$ cat src/rtl/rst_decipher_if.sv
// ----------------------------------------------------------------------------
// rst_decipher_if
// Groups the key-install, ciphertext-in and plaintext/error-out signals of the
// rst_decipher receive block.
//   master : drives key, key_install, ctxt_valid, ctxt_str; observes results
//   slave  : the decipher block itself
// Signals:
//   key [11:0][7:0]        12-character key, key[11] is the first character
//   key_install            one-cycle strobe that samples and checks key
//   ctxt_valid / ctxt_str  ciphertext pair {row char, column char}
//   ptxt_char / ptxt_ready decrypted character and its one-cycle valid pulse
//   err_*                  one-cycle error pulses
// ----------------------------------------------------------------------------
interface rst_decipher_if;
    logic [11:0][7:0] key;
    logic             key_install;
    logic             ctxt_valid;
    logic [15:0]      ctxt_str;
    logic [7:0]       ptxt_char;
    logic             ptxt_ready;
    logic             err_invalid_key;
    logic             err_key_not_installed;
    logic             err_invalid_ctxt;

    modport master (
        output key, key_install, ctxt_valid, ctxt_str,
        input  ptxt_char, ptxt_ready, err_invalid_key,
               err_key_not_installed, err_invalid_ctxt
    );

    modport slave (
        input  key, key_install, ctxt_valid, ctxt_str,
        output ptxt_char, ptxt_ready, err_invalid_key,
               err_key_not_installed, err_invalid_ctxt
    );
endinterface

$ cat src/rtl/rst_decipher.sv
// ----------------------------------------------------------------------------
// rst_decipher
// Receive-side decoder for the rotating 6x6 substitution cipher. A key install
// loads six row characters and six column characters; each valid ciphertext
// pair {row char, column char} selects cell 6*row + col, which maps to
// 'a'..'z' (cells 0..25) or '0'..'9' (cells 26..35). Every successful decode
// rotates both the row and the column sets by one position.
// Ports:
//   clk  rising-edge clock
//   rst  asynchronous active-high reset
//   bus  rst_decipher_if.slave (key install, ciphertext in, plaintext/errors out)
// All outputs are registered: one cycle of latency, one pair per cycle.
// ----------------------------------------------------------------------------
module rst_decipher (
    input  logic           clk,
    input  logic           rst,
    rst_decipher_if.slave  bus
);

    typedef enum logic { NO_KEY, KEYED } state_t;

    state_t          state, state_d;
    logic [5:0][7:0] rows, cols;   // rows[k] = Rk, cols[k] = Ck

    logic            key_ok;
    logic            row_hit, col_hit;
    logic [2:0]      row_idx, col_idx;
    logic [5:0]      cell_idx;
    logic [7:0]      cell_char;

    logic            load_table, rotate_table;
    logic [7:0]      char_d;
    logic            ready_d, e_key_d, e_nokey_d, e_ctxt_d;

    logic [7:0]      char_q;
    logic            ready_q, e_key_q, e_nokey_q, e_ctxt_q;

    // Key must be twelve distinct lowercase letters.
    always_comb begin
        key_ok = 1'b1;
        for (int a = 0; a < 12; a++) begin
            if (bus.key[a] < 8'h61 || bus.key[a] > 8'h7a) key_ok = 1'b0;
            for (int b = a + 1; b < 12; b++) begin
                if (bus.key[a] == bus.key[b]) key_ok = 1'b0;
            end
        end
    end

    // Table lookup. A valid key makes all twelve characters distinct, so at
    // most one row and one column can match.
    always_comb begin
        row_hit = 1'b0;
        row_idx = 3'd0;
        col_hit = 1'b0;
        col_idx = 3'd0;
        for (int i = 0; i < 6; i++) begin
            if (rows[i] == bus.ctxt_str[15:8]) begin
                row_hit = 1'b1;
                row_idx = 3'(i);
            end
            if (cols[i] == bus.ctxt_str[7:0]) begin
                col_hit = 1'b1;
                col_idx = 3'(i);
            end
        end
    end

    assign cell_idx  = 6'(row_idx) * 6'd6 + 6'(col_idx);
    assign cell_char = (cell_idx < 6'd26) ? 8'h61 + 8'(cell_idx)
                                          : 8'h30 + 8'(cell_idx) - 8'd26;

    // Next-state and next-output logic. Install outranks a same-cycle pair.
    always_comb begin
        // NOTE: every output of this block gets a default first so no path
        // leaves a signal unassigned and no latch is inferred.
        state_d      = state;
        load_table   = 1'b0;
        rotate_table = 1'b0;
        char_d       = char_q;
        ready_d      = 1'b0;
        e_key_d      = 1'b0;
        e_nokey_d    = 1'b0;
        e_ctxt_d     = 1'b0;

        if (bus.key_install) begin
            if (key_ok) begin
                state_d    = KEYED;
                load_table = 1'b1;
            end else begin
                state_d = NO_KEY;
                e_key_d = 1'b1;
            end
        end else if (bus.ctxt_valid) begin
            if (state == NO_KEY) begin
                e_nokey_d = 1'b1;
                char_d    = 8'h00;
            end else if (row_hit && col_hit) begin
                char_d       = cell_char;
                ready_d      = 1'b1;
                rotate_table = 1'b1;
            end else begin
                e_ctxt_d = 1'b1;
                char_d   = 8'h00;
            end
        end
    end

    // NOTE: sequential state uses non-blocking assignments so every register
    // samples the pre-edge values, independent of statement order.
    always_ff @(posedge clk or posedge rst) begin
        if (rst) begin
            state     <= NO_KEY;
            char_q    <= 8'h00;
            ready_q   <= 1'b0;
            e_key_q   <= 1'b0;
            e_nokey_q <= 1'b0;
            e_ctxt_q  <= 1'b0;
        end else begin
            state     <= state_d;
            char_q    <= char_d;
            ready_q   <= ready_d;
            e_key_q   <= e_key_d;
            e_nokey_q <= e_nokey_d;
            e_ctxt_q  <= e_ctxt_d;
        end
    end

    // NOTE: the table is reset explicitly: only twelve bytes of flops, and a
    // cleared table guarantees no stale key survives a reset.
    always_ff @(posedge clk or posedge rst) begin
        if (rst) begin
            rows <= '0;
            cols <= '0;
        end else if (load_table) begin
            rows <= {bus.key[5], bus.key[7], bus.key[3],
                     bus.key[9], bus.key[1], bus.key[11]};
            cols <= {bus.key[4], bus.key[6], bus.key[2],
                     bus.key[8], bus.key[0], bus.key[10]};
        end else if (rotate_table) begin
            // R0 <= R5, Rk <= Rk-1 (same for columns)
            rows <= {rows[4:0], rows[5]};
            cols <= {cols[4:0], cols[5]};
        end
    end

    assign bus.ptxt_char             = char_q;
    assign bus.ptxt_ready            = ready_q;
    assign bus.err_invalid_key       = e_key_q;
    assign bus.err_key_not_installed = e_nokey_q;
    assign bus.err_invalid_ctxt      = e_ctxt_q;

endmodule

$ cat src/flat_wrapper.sv
// flat-port wrapper written by rule: the top's interface ports become plain ports
module rst_decipher_flat 
  (clk, rst, bus_key, bus_key_install, bus_ctxt_valid, bus_ctxt_str, bus_ptxt_char, bus_ptxt_ready, bus_err_invalid_key, bus_err_key_not_installed, bus_err_invalid_ctxt);
  rst_decipher_if bus_i ();
  input  logic clk;
  input  logic rst;
  input wire logic [$bits(bus_i.key)-1:0] bus_key;
  input wire logic [$bits(bus_i.key_install)-1:0] bus_key_install;
  input wire logic [$bits(bus_i.ctxt_valid)-1:0] bus_ctxt_valid;
  input wire logic [$bits(bus_i.ctxt_str)-1:0] bus_ctxt_str;
  output wire logic [$bits(bus_i.ptxt_char)-1:0] bus_ptxt_char;
  output wire logic [$bits(bus_i.ptxt_ready)-1:0] bus_ptxt_ready;
  output wire logic [$bits(bus_i.err_invalid_key)-1:0] bus_err_invalid_key;
  output wire logic [$bits(bus_i.err_key_not_installed)-1:0] bus_err_key_not_installed;
  output wire logic [$bits(bus_i.err_invalid_ctxt)-1:0] bus_err_invalid_ctxt;
  assign bus_i.key = bus_key;
  assign bus_i.key_install = bus_key_install;
  assign bus_i.ctxt_valid = bus_ctxt_valid;
  assign bus_i.ctxt_str = bus_ctxt_str;
  assign bus_ptxt_char = bus_i.ptxt_char;
  assign bus_ptxt_ready = bus_i.ptxt_ready;
  assign bus_err_invalid_key = bus_i.err_invalid_key;
  assign bus_err_key_not_installed = bus_i.err_key_not_installed;
  assign bus_err_invalid_ctxt = bus_i.err_invalid_ctxt;
  rst_decipher u_core (.clk(clk), .rst(rst), .bus(bus_i));
endmodule
$ cat config.mk
export PLATFORM = sky130hd
export DESIGN_NAME = rst_decipher_flat
export DESIGN_NICKNAME = d
export VERILOG_FILES = /design/src/rtl/rst_decipher_if.sv /design/src/rtl/rst_decipher.sv /design/src/flat_wrapper.sv
export SDC_FILE = /design/constraint.sdc
export NUM_CORES = 1
export LEC_CHECK = 0
export CELL_PAD_IN_SITES_DETAIL_PLACEMENT = 0
export CELL_PAD_IN_SITES_GLOBAL_PLACEMENT = 1
export CORE_MARGIN = 4
export CORE_UTILIZATION = 35
export CTS_BUF_LIST = sky130_fd_sc_hd__clkbuf_8
export CTS_CLUSTER_DIAMETER = 50
export CTS_CLUSTER_SIZE = 30
export DETAILED_ROUTE_END_ITERATION = 8
export GPL_ROUTABILITY_DRIVEN = 0
export PLACE_DENSITY_LB_ADDON = 0.08
export SLEW_MARGIN = 10
export SYNTH_ARGS = -nofsm -noshare
export SYNTH_HDL_FRONTEND = slang
export SYNTH_SLANG_ARGS = --single-unit
export TNS_END_PERCENT = 10
$ cat constraint.sdc
create_clock -name clk -period 4.85 [get_ports clk]
set_input_delay 0.97 -clock clk [delete_from_list [all_inputs] [get_ports clk]]
set_output_delay 0.97 -clock clk [all_outputs]
set_load 0.02 [all_outputs]
==> results of run 1 <==
## cell usage after synthesis, types with 18 or more instances
master,instances
buf_2,135
dfrtp_1,109
o21ai_0,18
nand4_1,83
clkbuf_1,53
nand2_1,58
a211o_1,24
nor2b_1,25
xnor2_1,300
nor2_1,38
nor4_1,88
a21oi_1,32
mux2_2,117
xor2_1,332
## flip-flops by register name, summed over array words and instances, names as in the netlist
signal	count
u_core.cols	48
u_core.rows	48
u_core.bus.ptxt_char	8
u_core.bus.err_invalid_ctxt	1
u_core.bus.err_invalid_key	1
u_core.bus.err_key_not_installed	1
u_core.bus.ptxt_ready	1
u_core.state	1
## report_power, final
part,internal [mW],switching [mW],leakage (nW)
Combinational,0.453,0.592,5.14
Sequential,0.909,0.000207,1.52
Clock,0.258,0.335,0.104
## worst max path at each step
stage                     start                       to  cells past startpoint
2_1_floorplan  bus_ctxt_str[15]  u_core.bus.ptxt_char[3]                     19
3_3_place_gp   bus_ctxt_str[11]  u_core.bus.ptxt_char[4]                     19
3_5_place_dp   bus_ctxt_str[11]  u_core.bus.ptxt_char[4]                     19
4_1_cts        bus_ctxt_str[11]  u_core.bus.ptxt_char[4]                     19
5_1_grt        bus_ctxt_str[11]  u_core.bus.ptxt_char[2]                     23
6_report       bus_ctxt_str[11]  u_core.bus.ptxt_char[4]                     19
## cell type report
cell class	instances	area, um2
clock buffers	10	138
clock inverters	6	68.8
multi-input cells	1220	9770
well taps	511	639
repair buffers	323	2910
flip-flops and latches	109	2730
inverters	9	36.3
fillers	3857	21600
## layer usage
layer | vias to the layer above | track usage | routed length (um) | part of all wire
met1 | 5793 | 0.359 | 25000 | 0.46
met3 | 110 | 0.0284 | 2750 | 0.050
li1 | 5419 | - | - | -
met5 | - | 0 | 0 | 0
met2 | 427 | 0.409 | 24500 | 0.45
met4 | 0 | 0.106 | 2500 | 0.046
## stage by stage
stage	total power, mW	setup TNS [ns]
CTS	2.57	0
finish	2.55	0
floorplan	1.57	0
global placement	1.95	-0.445
detailed placement	1.96	-1.09
global route	2.67	0
## placed cells by master, fill, tap and decap left out, drive strengths merged, types with 3 or more instances in the layout
master / count
o2111ai: 6
clkbuf: 10
nand2b: 13
nand2: 58
or3: 3
buf: 196
and2: 3
nor2b: 25
xor2: 332
nor3: 10
clkdlybuf4s50: 127
nand4: 83
xnor2: 300
mux2: 120
o22ai: 9
o21ai: 18
nor2: 38
a21oi: 32
a21o: 3
inv: 12
ha: 10
dfrtp: 109
a22o: 6
or4: 8
nor4: 89
a211o: 24
## cell families after synthesis
group / share of synthesized area
multiplexers: 0.102
buffers and inverters: 0.0743
XOR/XNOR: 0.410
flip-flops: 0.202
adder cells (fa/ha/maj): 0.0122
AND/OR/NAND/NOR: 0.144
AO/OA/AOI/OAI: 0.0557
## worst max-delay path: stages
cell,delay [ns]
clkdlybuf4s50_1,0.54
xor2_1,0.20
nor4_1,0.34
nand2_1,0.13
nand2_1,0.10
inv_1,0.06
nand2_1,0.07
inv_1,0.06
ha_1,0.33
ha_1,0.28
a21oi_1,0.16
nor2_1,0.07
xnor2_1,0.13
xor2_1,0.16
ha_1,0.22
or4b_2,0.61
mux2i_1,0.19
xnor2_1,0.09
a22o_1,0.19
==> flow_metrics.env, run 1 <==
export IMPL_status="completed"
export IMPL_final_hold_violation_count=0
export IMPL_rsz0062_at_grt="false"
export IMPL_slew_headroom=0.432
export IMPL_yosys_warnings=0
export IMPL_num_rows=71
export IMPL_synth_top_area_frac=0.216
export IMPL_ctsResizeCount=0
export IMPL_grt_pass1_wl_um=81200
export IMPL_worstReg2RegEnd="u_core.bus.ptxt_char[4]"
export IMPL_core_um2=37800
export IMPL_grt_overflow=0
export IMPL_p_leak_nw=6.76
export IMPL_cts_max_path_buffers=2
export IMPL_holdWs_ns=0.486
export IMPL_maxCapViolCount=0
export IMPL_wl_um=54700
export IMPL_yosysTopAreaCell="xor2_1"
export IMPL_boundaryPins=128
export IMPL_die_h_um=204
export IMPL_synth_edff_count=0
export IMPL_utilization=0.430
export IMPL_final_area_um2=16300
export IMPL_cp_end_kind="flop"
export IMPL_hold_buffers=0
export IMPL_finalSetupViolCount=0
export IMPL_dp_hpwl_um=41200
export IMPL_drt_iter0_drc=890
export IMPL_dieArea_um2=41800
export IMPL_drc_errors=0
export IMPL_tightest_slew_ns=0.849
export IMPL_cts_root_buf="clkbuf_8"
export IMPL_synth_distinct_cells=53
export IMPL_pre_cts_ws_ns=-0.189
export IMPL_die_width_um=204
export IMPL_clkLatencyLatePin_ns=0.40
export IMPL_dr_total_vias=11700
export IMPL_yosysSeqAreaShare=0.202
export IMPL_required_ns=5.13
export IMPL_r2r_start="u_core.rows[40]"
export IMPL_wire_per_inst_um=25.0
export IMPL_max_vdd_ir_drop_uv=117
export IMPL_hold_path_end="u_core.bus.err_key_not_installed"
export IMPL_p_per_area_nw_per_um2=156
export IMPL_port_buffer_count=127
export IMPL_whs_path_depth=1
export IMPL_start_kind="input port"
export IMPL_layout_nets=1800
export IMPL_worstPathMaxFanout=5
export IMPL_r2r_cells=18
export IMPL_final_cells=2188
export IMPL_setup_ws_ns=0.239
export IMPL_synth_area_per_cell_um2=8.78
export IMPL_cts_tree="done"
export IMPL_reg2reg_slack_ns=0.89
export IMPL_synthFlopType="dfrtp_1"
export IMPL_grtUsageTotal=0.258
export IMPL_final_layout_size_suffix_gt1_frac=0.200
export IMPL_drt_pass1_iter_count=5
export IMPL_antenna_found_initial=0
export IMPL_worstPathArrival_ns=4.89
export IMPL_finClkSkew_ns=0.0191
export IMPL_antenna_left=0
export IMPL_path_clk_slew_ns=0.10
export IMPL_final_max_slew_viol_count=0
export IMPL_synth_area_leaders="xor2_1 22%, dfrtp_1 20%, xnor2_1 19%"
export IMPL_period_minus_slack_ns=4.61
export IMPL_netlist_instances=1537
export IMPL_worstSetupPathType="input port to flop"
export IMPL_grt_pass1_vias=12100
export IMPL_fmax_mhz=217
export IMPL_syn_nets=1665
export IMPL_fin_crit_sh=0.951
export IMPL_ys_ff_latch=109
export IMPL_start_util=0.357
export IMPL_area_growth_syn_to_layout_pct=20.7
export IMPL_place_area_um2=16100
export IMPL_dp_cells=2172
export IMPL_via_per_inst=5.37
export IMPL_cts_setup_buffers=0
export IMPL_diodes=0
export IMPL_cts_max_level=3
export IMPL_worstHoldStart="u_core.state"
export IMPL_hp_class="flop to flop"
export IMPL_cts_sinks=109
export IMPL_syn_cell_area_um2=13500
export IMPL_synth_async_reset_ratio=1.00
export IMPL_grt_max_degree=64
export IMPL_cts_made_buffers=9
No activity file was read; power rests on OpenSTA's default activity.
==> run 2, diff against run 1 <==
--- a/config.mk
+++ b/config.mk
@@ -7,7 +7,6 @@
 export LEC_CHECK = 0
 export CELL_PAD_IN_SITES_DETAIL_PLACEMENT = 0
 export CELL_PAD_IN_SITES_GLOBAL_PLACEMENT = 1
-export CORE_MARGIN = 4
 export CORE_UTILIZATION = 35
 export CTS_BUF_LIST = sky130_fd_sc_hd__clkbuf_8
 export CTS_CLUSTER_DIAMETER = 50
==> constraint.sdc (replaced) <==
create_clock -name clk -period 5.9 [get_ports clk]
set_input_delay 1.18 -clock clk [delete_from_list [all_inputs] [get_ports clk]]
set_output_delay 1.18 -clock clk [all_outputs]
set_load 0.02 [all_outputs]
==> run 2 against run 1 <==
Compared with the run above: largest cell class unchanged; core utilization shrank 2.0 points; routed wire length grew 0.88%; count of clock-buffer cells in the layout is the same; critical path type unchanged; design area shrank 4.9%; sequential power shrank 18%; largest power group unchanged; sequential cell count is the same; global-route usage grew 2.9 points.
==> flow_metrics.env, run 2 (synthesized netlist as in run 1, its figures left out) <==
export IMPL_antenna_found_initial=0
export IMPL_dp_cells=2086
export IMPL_ctsResizeCount=0
export IMPL_grtUsageTotal=0.287
export IMPL_boundaryPins=128
export IMPL_antenna_left=0
export IMPL_grt_overflow=0
export IMPL_p_per_area_nw_per_um2=132
export IMPL_hold_path_end="u_core.bus.ptxt_char[3]"
export IMPL_regArea_um2=2730
export IMPL_tns_ns=0
export IMPL_die_h_um=198
export IMPL_drt_pass1_iter_count=5
export IMPL_drc_errors=0
export IMPL_hp_class="flop to flop"
export IMPL_dp_hpwl_um=41000
export IMPL_cts_sinks=109
export IMPL_via_per_inst=5.44
export IMPL_fmax_mhz=184
export IMPL_grt_pass1_vias=11800
export IMPL_clkLatencyLatePin_ns=0.40
export IMPL_worstPathMaxFanout=6
export IMPL_max_vdd_ir_drop_uv=81.7
export IMPL_worstSetupPathType="input port to flop"
export IMPL_r2r_start="u_core.rows[40]"
export IMPL_cts_max_path_buffers=2
export IMPL_final_hold_violation_count=0
export IMPL_path_clk_slew_ns=0.11
export IMPL_final_max_slew_viol_count=0
export IMPL_reg2reg_slack_ns=1.35
export IMPL_area_growth_syn_to_layout_pct=14.7
export IMPL_core_um2=37800
export IMPL_total_power_mw=2.04
export IMPL_die_width_um=198
export IMPL_p_leak_nw=6.31
export IMPL_slew_headroom=0.289
export IMPL_final_cells=2102
export IMPL_worstPathArrival_ns=5.75
export IMPL_layout_commonest_cell="xor2_1"
export IMPL_cts_made_buffers=9
export IMPL_maxCapViolCount=0
export IMPL_num_rows=71
export IMPL_wl_um=55200
export IMPL_layout_nets=1714
export IMPL_final_layout_size_suffix_gt1_frac=0.157
export IMPL_fin_crit_sh=0.923
export IMPL_rsz0062_at_grt="false"
export IMPL_finClkSkew_ns=0.0150
export IMPL_cp_end_kind="flop"
export IMPL_place_area_um2=15300
export IMPL_hold_buffers=0
export IMPL_wire_per_inst_um=26.3
export IMPL_final_area_um2=15500
export IMPL_cts_tree="done"
export IMPL_tightest_slew_ns=1.06
export IMPL_whs_path_depth=1
export IMPL_layout_common_cells="332 x xor2_1, 300 x xnor2_1, 127 x clkdlybuf4s50_1, 117 x mux2_2, 109 x dfrtp_1"
export IMPL_start_kind="input port"
export IMPL_required_ns=6.20
export IMPL_status="completed"
export IMPL_cts_max_level=3
export IMPL_dieArea_um2=39300
export IMPL_cts_root_buf="clkbuf_8"
export IMPL_cts_setup_buffers=0
export IMPL_multi_input_area_um2=9770
export IMPL_utilization=0.410
export IMPL_grt_max_degree=82
export IMPL_grt_pass1_wl_um=81800
export IMPL_dr_total_vias=11400
export IMPL_nFillCells=3879
export IMPL_start_util=0.357
export IMPL_port_buffer_count=127
export IMPL_diodes=0
export IMPL_finalSetupViolCount=0
export IMPL_period_minus_slack_ns=5.45
export IMPL_drt_iter0_drc=815
export IMPL_r2r_cells=18
export IMPL_worstHoldStart="u_core.bus.ptxt_char[3]"
export IMPL_worstReg2RegEnd="u_core.bus.ptxt_char[5]"
-- run 2: cell types whose count changed in the layout (fill, tap and decap cells not counted) --
cell        before  now
buf_12          13    2
clkinvlp_4       1    0
buf_4          183  108
clkinv_4         0    1
inv_8            0    1
bufinv_16        1    0
-- run 2: critical path: stages --
cell             delay (ns)
clkdlybuf4s50_1        0.60
xor2_1                 0.25
nor4_1                 0.32
nand2_1                0.14
nand2_1                0.19
inv_1                  0.10
nand2_1                0.11
inv_1                  0.07
ha_1                   0.34
fa_1                   0.43
a21boi_0               0.20
xnor2_1                0.44
ha_1                   0.27
nand2_1                0.08
and2_1                 0.17
mux2i_1                0.28
buf_4                  0.21
o21ai_0                0.08
a32o_1                 0.26
-- run 2: routing by layer --
metal | vias up | GRT usage | share of wire
met4 | 0 | 0.135 | 0.048
met3 | 120 | 0.0351 | 0.057
li1 | 5241 | - | -
met2 | 462 | 0.445 | 0.44
met1 | 5608 | 0.393 | 0.46
met5 | - | 0 | 0
-- run 2: worst max path at each step --
stage	from	endpoint	slack (ns)	depth (start not counted)
floorplan	bus_ctxt_str[15]	u_core.bus.ptxt_char[3]	0.90	19
global placement	bus_ctxt_str[15]	u_core.bus.ptxt_char[5]	0.14	21
detailed placement	bus_ctxt_str[15]	u_core.bus.ptxt_char[5]	0.09	19
CTS	bus_ctxt_str[15]	u_core.bus.ptxt_char[5]	0.55	19
global route	bus_ctxt_str[15]	u_core.bus.ptxt_char[3]	0.18	21
finish	bus_ctxt_str[15]	u_core.bus.ptxt_char[5]	0.45	19
-- run 2: power breakdown --
part | internal, mW | switching, mW | total [mW]
Combinational | 0.343 | 0.490 | 0.833
Sequential | 0.747 | 0.000354 | 0.748
Clock | 0.173 | 0.290 | 0.463
-- run 2: cell type report --
type / instances / share of cell area
clock buffer: 10 / 0.00889
clock inverter: 6 / 0.00331
inverter: 9 / 0.00234
multi-input combinational: 1220 / 0.631
sequential: 109 / 0.176
tap: 511 / 0.0413
timing repair buffer: 237 / 0.137
-- run 2: through the flow --
step | setup slack (ns) | hold WS [ns]
global route | 0.184 | 0.545
CTS | 0.546 | 0.515
floorplan | 0.897 | 0.433
detailed placement | 0.0908 | 0.488
finish | 0.452 | 0.511
global placement | 0.138 | 0.488
